===== src/rtl/conv3x3_mac_if.sv =====
// Bus bundle for conv3x3_mac: window/weight inputs and the result strobe.
// The master side drives windows, weights and clear; the slave side is the MAC.
interface conv3x3_mac_if;
    logic [71:0]        image_in;
    logic               win_valid;
    logic               clear;
    logic               weight_we;
    logic [3:0]         weight_addr;
    logic [7:0]         weight_in;
    logic signed [31:0] out_data;
    logic               out_valid;

    modport master (
        output image_in, win_valid, clear, weight_we, weight_addr, weight_in,
        input  out_data, out_valid
    );

    modport slave (
        input  image_in, win_valid, clear, weight_we, weight_addr, weight_in,
        output out_data, out_valid
    );
endinterface


===== src/rtl/conv3x3_mac.sv =====
// conv3x3_mac: 3x3 convolution MAC over NUM_CH consecutive windows.
// Pipeline: products (edge t) -> partial sum (t+1) -> accumulator (t+2)
// -> registered result and one-cycle strobe (t+3).
// Optional feature: define CONV_RELU_EN to clamp negative results to zero.
module conv3x3_mac #(
    parameter int NUM_CH = 4
) (
    input  logic          clk,
    input  logic          rst,
    conv3x3_mac_if.slave  bus
);

    logic signed [7:0]  weight_q [9];
    logic signed [16:0] prod_d [9];
    logic signed [16:0] prod_q [9];
    logic signed [20:0] sum_d, sum_q;
    logic signed [31:0] acc_d, acc_q;
    logic signed [31:0] out_data_d, out_data_q;
    logic [3:0]         ch_d, ch_q;
    logic               v1_q, v2_q, v3_q;
    logic               first1_q, first2_q;
    logic               last1_q, last2_q, last3_q;
    logic               out_valid_q;
    logic               accept;
    logic               fire;

    assign accept = bus.win_valid & ~bus.clear;
    assign fire   = v3_q & last3_q & ~bus.clear;

    // Weight file: written on weight_we, addresses 9..15 ignored.
    // NOTE: the register file is reset because a cleared weight set is part of the reset state.
    always_ff @(posedge clk or negedge rst) begin
        if (!rst) begin
            for (int k = 0; k < 9; k++) weight_q[k] <= '0;
        end else if (bus.weight_we && bus.weight_addr < 4'd9) begin
            weight_q[bus.weight_addr] <= bus.weight_in;
        end
    end

    // Products, partial sum, accumulator, channel counter and final result.
    // NOTE: every always_comb output gets a default first so no latch is inferred.
    always_comb begin
        sum_d      = '0;
        acc_d      = acc_q;
        ch_d       = ch_q;
        out_data_d = acc_q;
        for (int k = 0; k < 9; k++) begin
            prod_d[k] = $signed({9'b0, bus.image_in[71-8*k -: 8]})
                      * $signed({{9{weight_q[k][7]}}, weight_q[k]});
        end
        // NOTE: blocking '=' here is intentional: it chains the adder tree combinationally.
        for (int k = 0; k < 9; k++) begin
            sum_d = sum_d + {{4{prod_q[k][16]}}, prod_q[k]};
        end
        if (first2_q) acc_d = {{11{sum_q[20]}}, sum_q};
        else          acc_d = acc_q + {{11{sum_q[20]}}, sum_q};
        if (bus.clear)   ch_d = '0;
        else if (accept) ch_d = (ch_q == 4'(NUM_CH - 1)) ? 4'd0 : ch_q + 4'd1;
`ifdef CONV_RELU_EN
        out_data_d = acc_q[31] ? 32'sd0 : acc_q;
`else
        out_data_d = acc_q;
`endif
    end

    // Pipeline registers with a valid bit per stage; clear kills in-flight work.
    // NOTE: sequential state uses non-blocking '<=' so all stages advance on the same edge.
    always_ff @(posedge clk or negedge rst) begin
        if (!rst) begin
            for (int k = 0; k < 9; k++) prod_q[k] <= '0;
            sum_q       <= '0;
            acc_q       <= '0;
            ch_q        <= '0;
            v1_q        <= 1'b0;
            v2_q        <= 1'b0;
            v3_q        <= 1'b0;
            first1_q    <= 1'b0;
            first2_q    <= 1'b0;
            last1_q     <= 1'b0;
            last2_q     <= 1'b0;
            last3_q     <= 1'b0;
            out_data_q  <= '0;
            out_valid_q <= 1'b0;
        end else begin
            ch_q <= ch_d;
            // Stage 1: products of the accepted window.
            v1_q <= accept;
            if (accept) begin
                for (int k = 0; k < 9; k++) prod_q[k] <= prod_d[k];
                first1_q <= (ch_q == 4'd0);
                last1_q  <= (ch_q == 4'(NUM_CH - 1));
            end
            // Stage 2: partial sum.
            v2_q <= v1_q & ~bus.clear;
            if (v1_q) begin
                sum_q    <= sum_d;
                first2_q <= first1_q;
                last2_q  <= last1_q;
            end
            // Stage 3: accumulate across channels.
            v3_q <= v2_q & ~bus.clear;
            if (v2_q) begin
                acc_q   <= acc_d;
                last3_q <= last2_q;
            end
            // Output: registered result held between strobes.
            out_valid_q <= fire;
            if (fire) out_data_q <= out_data_d;
        end
    end

    assign bus.out_data  = out_data_q;
    assign bus.out_valid = out_valid_q;

endmodule


===== src/flat_wrapper.sv =====
// flat-port wrapper written by rule: the top's interface ports become plain ports
module conv3x3_mac_flat 
#(
    parameter int NUM_CH = 4
)
  (clk, rst, bus_image_in, bus_win_valid, bus_clear, bus_weight_we, bus_weight_addr, bus_weight_in, bus_out_data, bus_out_valid);
  conv3x3_mac_if bus_i ();
  input  logic clk;
  input  logic rst;
  input wire logic [$bits(bus_i.image_in)-1:0] bus_image_in;
  input wire logic [$bits(bus_i.win_valid)-1:0] bus_win_valid;
  input wire logic [$bits(bus_i.clear)-1:0] bus_clear;
  input wire logic [$bits(bus_i.weight_we)-1:0] bus_weight_we;
  input wire logic [$bits(bus_i.weight_addr)-1:0] bus_weight_addr;
  input wire logic [$bits(bus_i.weight_in)-1:0] bus_weight_in;
  output wire logic [$bits(bus_i.out_data)-1:0] bus_out_data;
  output wire logic [$bits(bus_i.out_valid)-1:0] bus_out_valid;
  assign bus_i.image_in = bus_image_in;
  assign bus_i.win_valid = bus_win_valid;
  assign bus_i.clear = bus_clear;
  assign bus_i.weight_we = bus_weight_we;
  assign bus_i.weight_addr = bus_weight_addr;
  assign bus_i.weight_in = bus_weight_in;
  assign bus_out_data = bus_i.out_data;
  assign bus_out_valid = bus_i.out_valid;
  conv3x3_mac #(.NUM_CH(NUM_CH)) u_core (.clk(clk), .rst(rst), .bus(bus_i));
endmodule

===== config.mk =====
export PLATFORM = sky130hd
export DESIGN_NAME = conv3x3_mac_flat
export DESIGN_NICKNAME = d
export VERILOG_FILES = /design/src/rtl/conv3x3_mac_if.sv /design/src/rtl/conv3x3_mac.sv /design/src/flat_wrapper.sv
export SDC_FILE = /design/constraint.sdc
export NUM_CORES = 2
export LEC_CHECK = 0
export CORE_MARGIN = 3
export CORE_UTILIZATION = 50
export CTS_CLUSTER_SIZE = 40
export DETAILED_ROUTE_END_ITERATION = 8
export GPL_ROUTABILITY_DRIVEN = 0
export PLACE_DENSITY = 0.67
export SLEW_MARGIN = 25
export SYNTH_ARGS = -nofsm -noshare
export SYNTH_HDL_FRONTEND = slang
export SYNTH_SLANG_ARGS = --single-unit

===== constraint.sdc =====
create_clock -name clk -period 7.1 [get_ports clk]
set_input_delay 1.42 -clock clk [delete_from_list [all_inputs] [get_ports clk]]
set_output_delay 1.42 -clock clk [all_outputs]
set_load 0.01 [all_outputs]

* Word-level counts from Yosys, hierarchy flattened
Cells that the tools add are included.
Operators by class: bitwise logic cells 7, add/sub/neg operators 10, shifts and indexed selects 0, reductions and logical operators 4, equal/unequal tests 1, div/mod/pow operators 0, order comparisons 3, mux-type cells 7, multipliers 9
Operators by type and width (number):
- $mul 9x8->17 | 9
- $add 21x21->21 | 7
- $bwmux 72 | 1
- $add 32x32->32 | 1
- $demux 8 s4 | 1
- $mux 32 | 1
- $add 17x17->18 | 1
- $mux 4 | 3
- $mux 8 | 1
- $and 1x1->1 | 5
- $ge 5x5->1 const B | 1
- $lt 5x1->1 const B | 1
- $not 4->5 | 1
- $add 4x1->4 const B | 1
- $eq 4x2->1 const B | 1
- $logic_not 4->1 | 1
- $lt 4x4->1 const B | 1
- $logic_and 1x1->1 | 2
- $reduce_bool 2->1 | 1
- $not 1->1 | 1
Storage, ports and cells: logic and storage cells 72, ROM bits 0, memories kept 0, input bits 89, bits in writable memories 0, bits in latches 0, register bits after elaboration 323, output and inout bits 33

* Depth between registers and ports, before layout
depth in word-level cells 8, mapped depth 26, depth with buffers taken out 26

* Least setup slack after synthesis
Ideal clock, no wire load.
path kind register to register, start register u_core.prod_q[119] (netlist bit), end register u_core.sum_q[20], required time 6969 ps, data arrival time 5963 ps, setup time 131 ps, period minus slack after synthesis 6094 ps, path slack 1006 ps, buffers on the path 0, cell stages (with the launch flop) 27, path through dfrtp_1 > ha_1 > fa_1 > a21o_1 > a21o_1 > a21oi_1 > o21bai_1 > a21oi_1 > nor2_1 > nor3b_1 > o21ai_0 > xor2_1 > fa_1 > inv_1 > fa_1 > fa_1 > inv_1 > fa_1 > ha_1 > a21oi_1 > o21ai_0 > a21oi_1 > o21ai_2 > a211oi_2 > o21bai_1 > and4_1 > or3_1
On the way: longest elaborated chain between the ends 8
RTL lines:
- start: declaration | line conv3x3_mac.sv:15 | logic signed [16:0] prod_q [9];
- $add 17x17->18 | line conv3x3_mac.sv:53 | sum_d = sum_d + {{4{prod_q[k][16]}}, prod_q[k]};
- $add 21x21->21 (7 in a row) | line conv3x3_mac.sv:53
- end signal: assignment | line conv3x3_mac.sv:96 | sum_q <= sum_d;
- end: declaration | line conv3x3_mac.sv:16 | logic signed [20:0] sum_d, sum_q;
Every way passes these cells. A chain may end at the register's enable or synchronous reset.

* Worst setup path in the final report
Ends and elaborated chain as after synthesis.

==> summary.md <==
| Metric | Value |
|---|---|
| CP peak stage delay | `0.49 ns` |
| GRT overflow | `0` |
| Yosys top cell by area | `fa_1` |
| Vias per inst | `between 5 and 6` |
| Top delay family on crit path | `adder cells` |
| Row count | `98` |
| Count of different cell masters after synthesis | `69` |
| CTS Buf Count | `40` |
| Synth top area share | `24.18%` |
| Largest net degree at the start of global routing | `144` |
| Detailed Place HPWL | `68560 microns` |
| Main synth FF type | `dfrtp_1` |
| CTS tree | `built` |
| Slew HR | `~30%` |
| Initial antenna violation count | `2` |
| Ant. Diodes | `0` |
| Area delta synth->final | `10.14%` |
| First-pass GRT wire length | `142900 microns` |
| Buf/Inv on CP | `2` |
| H-tree Lvls | `2` |
| Die area | `76800 sq um` |
| Syn Inst Count | `3944` |
| Status | `completed` |
| Worst EP required | `7.57 ns` |
| # resized after CTS | `0` |
| Count of state elements after synthesis | `323` |
| Post-CTS Hold Buffers | `0` |
| Final WL | `85700 microns` |
| Final period utilization | `between 90% and 100%` |
| Die height | `277.1 microns` |
| Hold path start | `u_core.bus.out_data[6]` |
| Placeable Area | `72100 sq um` |
| Postcts setup bufs | `0` |
| FMAX | `between 150 and 200 MHz` |
| Nets@finish | `5032` |
| Final setup viols | `0` |
| Crit path top cell by count | `fa_1` |
| RSZ-0062 raised after global routing | `no` |
| Worst r2r src | `u_core.prod_q[119]` |
| Count of buffers from port buffering | `roughly 120` |
| Final setup TNS | `0 ns` |
| Setup crit end kind | `flip-flop` |
| GRT Total Usage | `between 20% and 30%` |
| Routed via count | `26.34k` |
| Synth top area cells | `fa_1 24%, dfrtp_1 22%, ha_1 16%` |
| Crit path DAT | `approximately 7 ns` |
| YS warnings | `0` |
| HP Class | `flip-flop to flip-flop` |
| Crit Path Category | `flip-flop to flip-flop` |
| Synth cell count leaders | `664 x inv_1, 563 x nand2_1, 458 x ha_1` |
| CP max-delay cell | `fa_1` |
| Avg Cell Area, Syn | `9.319 sq um` |
| # Max-Cap Violations | `0` |
| Maximum buffer depth of the clock tree | `3` |
| Post-synth EDFFs | `0` |
| Slew Viols, Final | `0` |
| Root Buffer | `clkbuf_16` |
| Clock sink count | `323` |
| Residual DRC | `0` |
| Final min period | `6.506 ns` |
| Routed Antenna Nets | `0` |
| Critical path launch point | `u_core.prod_q[119]` |
| Peak fanout along the critical path | `6` |
| Layout cells sized above 1 | `around 5.0%` |
| Wirelength per Cell | `17.07 microns` |
| Latest clock arrival within the worst-skew pair | `roughly 0.59 ns` |
| Clock slew at reported path FFs | `0.06 ns` |
| Die Wd | `between 200 and 300 microns` |
| Startpoint Class | `flip-flop` |
| Clock Skew | `about 0.03 ns` |
| Most frequent cell after synthesis | `inv_1` |
| Vias in the first global route | `approximately 27k` |
| First-pass DRT Iterations | `5` |
| Final core occ | `56.15%` |
| Cell Area, Synth | `36750 sq um` |
| Final Hold Fails | `0` |
| DRT iter0 DRCs | `about 1.6k` |
| Register area share after synthesis | `21.99%` |
| FFs w/ async S/R, synth | `100.0%` |
| Slew @ Worst Pin | `1.052 ns` |
| Starting Density | `slightly above 50%` |
| IO Pins | `about 120` |
| Synthesized Nets | `4935` |
[flip-flops by register name (all words and copies together), names as in the netlist]
register	count
u_core.last3_q	1
u_core.v3_q	1
u_core.first1_q	1
u_core.weight_q	72
u_core.acc_q	32
u_core.sum_q	21
u_core.ch_q	4
u_core.last1_q	1
u_core.last2_q	1
u_core.bus.out_valid	1
u_core.prod_q	153
u_core.bus.out_data	32
u_core.first2_q	1
u_core.v2_q	1
u_core.v1_q	1
[through the flow]
| stage | hold WS (ns) | worst slack [ns] | instances | instance area [sq um] |
|---|---|---|---|---|
| 6_report | 0.4689 | 0.5943 | 5021 | 40480 |
| 4_1_cts | 0.4766 | 0.6408 | 5021 | 40480 |
| 2_1_floorplan | 0.4428 | 1.006 | 3944 | 36750 |
| 3_3_place_gp | 0.4580 | 0.6975 | 4949 | 38970 |
| 3_5_place_dp | 0.4619 | 0.6815 | 4949 | 38960 |
| 5_1_grt | 0.4922 | 0.2344 | 5021 | 40480 |
[worst paths after layout]
kind                                            to  slack, ns  depth (start not counted)
setup / recovery                  u_core.sum_q[20]       0.59                         26
hold / removal              u_core.bus.out_data[6]       0.47                          2
setup reg to reg                  u_core.sum_q[20]       0.59                         26
hold reg to reg             u_core.bus.out_data[6]       0.47                          2
max in group asynchronous      u_core.weight_q[24]       4.98                          2
min in group asynchronous  u_core.bus.out_data[30]       0.83                          1
[final cells by class]
class / count / area, sq um
fill: 6450 / 31620
timing repair buffer: 133 / 1304
clock buffer: 51 / 1092
inverter: 665 / 2496
multi-input combinational: 2878 / 25890
tap: 950 / 1189
clock inverter: 21 / 430.4
sequential: 323 / 8083
[layout by cell type, fill, tap and decap left out, drive strengths merged, types with 5 or more instances in the layout]
cell type	netlist	final
a41o	9	9
a31oi	10	10
clkbuf	76	51
inv	664	666
nor3b	5	5
or2	8	8
nand2b	69	69
o22ai	5	5
xor2	82	82
clkdlybuf4s50	0	117
mux2	91	91
nand3	38	38
dfrtp	323	323
and3	12	12
a211oi	7	7
o21a	9	9
ha	458	458
xnor2	72	72
a21oi	134	134
o41ai	9	9
and2	298	298
nor3	31	31
buf	2	16
nor4	6	6
fa	444	444
o21ai	196	196
nand2	563	563
a21o	33	33
o31ai	16	16
clkinv	1	6
bufinv	0	10
nor2b	23	23
or3	10	10
nor2	162	162
a21boi	14	14
o211ai	9	9
nand3b	6	6
[routing by layer]
| metal | part of all wire [%] | global-route usage, % | vias up | routed length, microns |
|---|---|---|---|---|
| met1 | 44 | 30.92 | 13120 | 37910 |
| li1 | - | - | 12710 | - |
| met5 | 0 | 0 | - | 0 |
| met3 | 4.4 | 3.330 | 103 | 3739 |
| met4 | 2.4 | 5.630 | 0 | 2026 |
| met2 | 49 | 39.23 | 407 | 42030 |
[cells by family (layout without fill, tap and decap cells)]
group	count (synthesis)	in the layout	share of synthesized area [%]
muxes	95	95	2.897
DFF	323	323	21.99
buffers and inverters	743	870	7.598
adders and majority gates	902	902	39.78
and+or+nand+nor	1240	1240	16.04
AOI/OAI and AO/OA	487	487	8.031
xor gates and xnor gates	154	154	3.670
[tightest hold or removal path: cells and delay by family (launching register included)]
kind / cells / cell delay (ns)
DFF: 1 / 0.33
and+or+nand+nor: 2 / 0.10
Power is not shown: default switching activity piles up to over one toggle a cycle in this logic, so the estimate is an artifact.
